===== src/rtl/data_mem_pkg.sv =====
// Shared types for the MIPS memory stage: operation classes and the decode
// from the execute-stage enable/read-write pair.
package data_mem_pkg;

    typedef enum logic [1:0] {
        OP_PASS  = 2'd0,
        OP_LOAD  = 2'd1,
        OP_STORE = 2'd2
    } op_e;

    function automatic op_e classify(input logic mem_en, input logic mem_rw);
        if (!mem_en)
            return OP_PASS;
        return mem_rw ? OP_STORE : OP_LOAD;
    endfunction

endpackage


===== src/rtl/dm_ram.sv =====
// Single-port synchronous data RAM, write-first, registered read data.
// Contents and read register hold whenever en is low.
module dm_ram #(
    parameter int DATA_W = 8,
    parameter int DEPTH  = 256,
    parameter int AW     = (DEPTH > 1) ? $clog2(DEPTH) : 1
) (
    input  logic              clk,
    input  logic              en,
    input  logic              we,
    input  logic [AW-1:0]     addr,
    input  logic [DATA_W-1:0] wdata,
    output logic [DATA_W-1:0] rdata
);

    logic [DATA_W-1:0] mem [DEPTH];

    always_ff @(posedge clk) begin
        if (en) begin
            if (we) begin
                mem[addr] <= wdata;
                rdata     <= wdata;
            end else begin
                rdata <= mem[addr];
            end
        end
    end

endmodule


===== src/rtl/data_mem_stage.sv =====
// MIPS memory stage: valid/ready handshake, load/store/pass against dm_ram,
// one-cycle registered result, range check and saturating debug counters.
module data_mem_stage
    import data_mem_pkg::*;
#(
    parameter int DATA_W = 8,
    parameter int ADDR_W = 8,
    parameter int DEPTH  = 256,
    parameter int CNT_W  = 16
) (
    input  logic              clk,
    input  logic              reset,
    input  logic              in_valid,
    output logic              in_ready,
    input  logic [DATA_W-1:0] ans_ex,
    input  logic [DATA_W-1:0] dm_data,
    input  logic              mem_en_ex,
    input  logic              mem_rw_ex,
    input  logic              mem_mux_sel,
    output logic              out_valid,
    input  logic              out_ready,
    output logic [DATA_W-1:0] ans_dm,
    output logic              addr_err,
    output logic [CNT_W-1:0]  load_cnt,
    output logic [CNT_W-1:0]  store_cnt
);

    localparam int RAM_AW = (DEPTH > 1) ? $clog2(DEPTH) : 1;

    logic [ADDR_W-1:0] addr;
    logic              in_range;
    logic              accept;
    logic              ram_en;
    op_e               op;
    logic [DATA_W-1:0] rd_data;
    logic [DATA_W-1:0] ans_q;
    logic              use_mem_q;

    assign addr     = ans_ex[ADDR_W-1:0];
    assign in_range = 32'(addr) < 32'(DEPTH);
    assign op       = classify(mem_en_ex, mem_rw_ex);
    assign in_ready = !out_valid || out_ready;
    // Transactions seen while reset is high must not touch RAM or counters.
    assign accept   = in_valid && in_ready && !reset;
    assign ram_en   = accept && in_range && (op != OP_PASS);

    dm_ram #(
        .DATA_W (DATA_W),
        .DEPTH  (DEPTH),
        .AW     (RAM_AW)
    ) u_ram (
        .clk   (clk),
        .en    (ram_en),
        .we    (op == OP_STORE),
        .addr  (addr[RAM_AW-1:0]),
        .wdata (dm_data),
        .rdata (rd_data)
    );

    // Out-of-range accesses never reach the RAM, so their data is forced to 0.
    assign ans_dm = use_mem_q ? (addr_err ? {DATA_W{1'b0}} : rd_data) : ans_q;

    always_ff @(posedge clk or posedge reset) begin
        if (reset) begin
            out_valid <= 1'b0;
            ans_q     <= '0;
            use_mem_q <= 1'b0;
            addr_err  <= 1'b0;
            load_cnt  <= '0;
            store_cnt <= '0;
        end else begin
            if (accept) begin
                out_valid <= 1'b1;
                ans_q     <= ans_ex;
                use_mem_q <= mem_mux_sel && mem_en_ex;
                addr_err  <= mem_en_ex && !in_range;
                if (in_range && op == OP_LOAD && load_cnt != {CNT_W{1'b1}})
                    load_cnt <= load_cnt + 1'b1;
                if (in_range && op == OP_STORE && store_cnt != {CNT_W{1'b1}})
                    store_cnt <= store_cnt + 1'b1;
            end else if (out_ready) begin
                out_valid <= 1'b0;
            end
        end
    end

endmodule


===== config.mk =====
export PLATFORM = sky130hd
export DESIGN_NAME = data_mem_stage
export DESIGN_NICKNAME = d
export VERILOG_FILES = /design/src/rtl/data_mem_pkg.sv /design/src/rtl/dm_ram.sv /design/src/rtl/data_mem_stage.sv
export SDC_FILE = /design/constraint.sdc
export NUM_CORES = 2
export LEC_CHECK = 0
export BUFFER_PORTS_ARGS = -buffer_cell sky130_fd_sc_hd__buf_2
export CORE_MARGIN = 2
export CORE_UTILIZATION = 40
export CTS_CLUSTER_DIAMETER = 60
export DETAILED_ROUTE_END_ITERATION = 10
export HOLD_SLACK_MARGIN = 0.1
export PLACE_DENSITY_LB_ADDON = 0.2
export SYNTH_ARGS = -nofsm -noshare
export SYNTH_HDL_FRONTEND = slang
export SYNTH_SLANG_ARGS = --single-unit

===== constraint.sdc =====
create_clock -name clk -period 3.05 [get_ports clk]
set_input_delay 0.305 -clock clk [delete_from_list [all_inputs] [get_ports clk]]
set_output_delay 0.305 -clock clk [all_outputs]
set_load 0.01 [all_outputs]

Yosys cells after proc, flatten, opt, wreduce, memory -nomap -nowiden
Memories as Yosys holds them, arrays and structs flattened. A register that Yosys moved wholly into a read port is not among the register bits.
Index checks and enable logic that the tools add are counted.

storage, ports and cells
  flip-flop bits (word level) = 42
  bits in writable memories = 2048
  memories = 1
  output and inout port bits = 43
  input bits = 23

memory list
  name       depth  width  read ports  clocked after memory_dff  write ports  line          source
  u_ram.mem  256    8      1           1                         1            dm_ram.sv:16  logic [DATA_W-1:0] mem [DEPTH];

cells by class
  eq/ne operators = 4
  reduce and logical (&&, ||, !) cells = 13
  add/subtract/negate cells = 2
  multiplexer cells = 8

operators by type and width
  cell                                                                   count
  16-bit by 1-bit adder with 16-bit output, second input constant        2
  16-bit != test, second input constant                                  2
  8-bit two-way mux                                                      1
  1-bit logical AND                                                      6
  1-bit two-way mux                                                      5
  2-bit two-way mux                                                      2
  2-bit AND reduction                                                    2
  2-bit nonzero test                                                     2
  2-bit by 1-bit equality test with 1-bit output, second input constant  1
  2-bit equality test, second input constant                             1
  1-bit logical NOT                                                      2
  1-bit logical OR                                                       1

Depth between registers and ports, before layout
  word-level depth = 7
  depth in mapped cells = 13

By module
Synthesis repeated with hierarchy kept, for this count alone.

unflattened totals
  cells, all modules = 3914
  area, all modules = 82175.1 um^2

by module, submodules not included
  module          area each (um^2)  cells an instance  seq. area each (um^2)  times used
  dm_ram          80153.1           3747               61739.2                1
  data_mem_stage  2021.9            167                1051.0                 1

Worst setup path before layout
OpenSTA, ideal clock, no wires.

  path kind = input -> register
  from = input port ans_ex[0]
  to = memory u_ram.mem[177][0] (enable)
  arrival = 2.478 ns
  required time = 2.680 ns
  setup slack = 0.202 ns
  library setup time = 0.370 ns
  stages = 12
  path through = buf_6 > buf_6 > buf_6 > buf_6 > inv_2 > buf_6 > buf_4 > buf_4 > nor2_1 > nand2_1 > buf_2 > nor2_1

RTL lines
  element             line                  source
  start: declaration  data_mem_stage.sv:15  input logic [DATA_W-1:0] ans_ex,
  end: declaration    dm_ram.sv:16

Straight into the memory's write port.

==> impl_metrics.env <==
export IMPL_yosysWarnings=0
export IMPL_dpl_hpwl_mm=156
export IMPL_wire_per_inst_um=31.0
export IMPL_yosysMostFrequentCell="edfxtp_1"
export IMPL_dr_wl_met2_mm=112
export IMPL_clock_sinks=2098
export IMPL_cts_root_buf="clkbuf_16"
export IMPL_ir_worst_vdd_v=0.000620
export IMPL_final_antenna_net_count=0
export IMPL_drv_slew=0
export IMPL_clock_path_buffers=3
export IMPL_ios=66
export IMPL_p_int_mw=48.5
export IMPL_worst_slew_pin_slew_ns=1.26
export IMPL_seqPwrFrac_pct=51.2
export IMPL_met1_length_mm=101
export IMPL_drt_total_wl_mm=237
export IMPL_rsz0062_at_grt="no"
export IMPL_insertion_delay_ns=0.86
export IMPL_path_cells="mux4_2 > nand2_1 > nor4bb_2 > buf_4 > o2111ai_1 > a211oi_2 > a31oi_1 > a31o_1"
export IMPL_die_h_um=457
export IMPL_synth_net_count=4024
export IMPL_gp_congestion=0.859
export IMPL_yosys_cell_types_count=73
export IMPL_drtIter0Drc=5471
export IMPL_synth_top_area_cell="edfxtp_1"
export IMPL_cts_buffers=218
export IMPL_cp_data_required_time_ns=3.67
export IMPL_ys_ff_latch=2098
export IMPL_worstPathMaxFanout=1
export IMPL_min_period_ns=2.97
export IMPL_max_slew_margin_pct=13.7
export IMPL_hold_viol_final=0
export IMPL_dr_total_vias=43800
export IMPL_swShare_pct=22.0
export IMPL_nets=4813
export IMPL_cp_buffers_inverters=1
export IMPL_firstDrtPassIters=6
export IMPL_syn_area_um2=81900
export IMPL_power_density_nw_per_um2=632
export IMPL_drive_gt1_share_pct=33.0
export IMPL_viasPerCell=5.72
export IMPL_fmax_ghz=0.336
export IMPL_grt_pass1_vias=43900
export IMPL_ys_top_cells_by_area="edfxtp_1 75%, mux4_2 13%, mux2i_1 1.9%"
export IMPL_port_buffers=64
export IMPL_place_inst=7244
export IMPL_post_route_period_util_pct=97.5
export IMPL_area_growth_pct=19.9
export IMPL_max_cap_violations=0
export IMPL_grt_antenna_before_repair=9
export IMPL_hold_slack_ns=0.0940
export IMPL_die_area_um2=208000
export IMPL_core_area_um2=204000
export IMPL_hp_class="input pin to flip-flop"
export IMPL_synth_top_area_share_pct=75.4
export IMPL_fin_cells=7657
export IMPL_grt_pass1_wl_mm=335
export IMPL_tritoncts="yes"
export IMPL_cp_end_kind="flip-flop"
export IMPL_route_met3_wl_mm=16.9
export IMPL_synth_commonest_cells="2056 x edfxtp_1, 471 x mux4_2, 298 x nor2_1"
export IMPL_worstSetupPathType="flip-flop to flip-flop"
export IMPL_setup_violations_final=0
export IMPL_crit_slowest_cell="mux4_2"
export IMPL_synthCells=3999
export IMPL_cp_arrival_ns=3.59
export IMPL_combPwrFrac_pct=5.8
export IMPL_start_kind="flip-flop"
export IMPL_clk_transition_reported_paths_ns=0.06
export IMPL_start_util_pct=40.1
export IMPL_synthFlopType="edfxtp_1"
export IMPL_cts_htree_levels=4
export IMPL_fin_skew_ns=0.0430
export IMPL_ys_async_sr_fraction_pct=2.00
export IMPL_synth_edf_count=2056
export IMPL_leakage_nw=32.5
export IMPL_clkPwrFrac_pct=43.0
export IMPL_drcViolationCount=0
export IMPL_p_sw_mw=13.7
export IMPL_cp_top_family="compound AO/OA/AOI/OAI gates"
export IMPL_grt_usage_pct=22.5
export IMPL_ys_seq_area_share_pct=76.6
export IMPL_top_layer_used="met5"
export IMPL_grt_max_degree=140
export IMPL_outcome="finished clean"
export IMPL_die_w_um=457
export IMPL_overflow=0
export IMPL_cts_setup_buffers=0
export IMPL_slowest_delay_ns=0.49
export IMPL_rows=166
export IMPL_syn_area_per_cell_um2=20.5
## per-layer routing
layer | global-route usage, % | vias to the layer above
met5 | 0 | -
met4 | 6.85 | 4
met3 | 3.62 | 354
met2 | 35.5 | 1849
met1 | 32.4 | 23500
li1 | - | 18100
## flip-flops by register name, indices dropped and copies added, names as in the netlist
register	count
u_ram.rdata	8
out_valid	1
load_cnt	16
store_cnt	16
use_mem_q	1
u_ram.mem	2048
ans_q	8
## per-stage QoR
stage	instance area, um^2	total power, mW	TNS, ns	utilization, %	worst slack [ns]
2_1_floorplan	81900	34.0	0	-	0.202
3_3_place_gp	90900	36.0	-3.30	44.5	-0.908
3_5_place_dp	90900	36.0	-3.18	44.5	-0.785
4_1_cts	98300	62.6	0	48.1	0.0887
5_1_grt	98300	63.8	0	48.1	0.0359
6_report	98300	62.1	0	48.1	0.0752
## cells by family after synthesis
family	Yosys count	synth area share, %
buffers and inverters	246	1.72
muxes	653	15.2
other	1	0.00458
AOI/OAI and AO/OA	307	2.60
adders and majority gates	2	0.0305
and+or+nand+nor	662	3.47
xor gates and xnor gates	30	0.321
DFF	2098	76.6
## layout make-up
cell class	count	area, um^2
Timing Repair Buffer	801	7010
Multi-Input combinational cell	1655	17800
Fill cell	16800	106000
Clock inverter	139	1510
Antenna cell	2	5.00
Inverter	14	57.6
Sequential cell	2098	62800
Clock buffer	260	5710
Tap cell	2688	3360
## worst paths after layout
check                                  start                end  slack (ns)  depth (start not counted)
min                               dm_data[7]  u_ram.mem[125][7]        0.09                          1
max                        u_ram.mem[111][0]     u_ram.rdata[0]        0.08                          8
min in group asynchronous              reset       load_cnt[13]        0.18                          4
min reg2reg                         ans_q[2]           ans_q[2]        0.48                          2
max in group asynchronous              reset       store_cnt[8]        2.44                          4
max reg2reg                u_ram.mem[111][0]     u_ram.rdata[0]        0.08                          8
## cells in the final DEF (no fill, tap or decap), types with 23 or more instances in the layout
cell	count
nand3_1	45
nor2_1	294
bufinv_16	23
clkbuf_1	35
o21ai_0	45
buf_12	82
mux2_2	26
mux2i_1	156
buf_4	644
edfxtp_1	2056
a22oi_1	50
clkinv_2	37
xnor2_1	23
nand2_1	201
a21oi_1	48
clkinv_1	49
a32oi_1	39
buf_2	52
dfrtp_1	42
o22ai_1	44
mux4_2	471
clkbuf_16	220
## power groups by stage
stage,clock network (mW),registers (mW),logic (mW)
floorplan,0,32.4,1.63
detailed placement,0,32.4,3.61
CTS,27.2,31.8,3.63
global placement,0,32.4,3.59
finish,26.7,31.8,3.60
global route,28.2,31.8,3.79
## timing repair
item,CTS,global route
endpoints found under the hold margin,152,0
hold buffers,12,0
endpoints found under the setup margin,2,1
pin swaps,0,1
resized for setup,3,0
No activity file was read; power rests on OpenSTA's default activity.
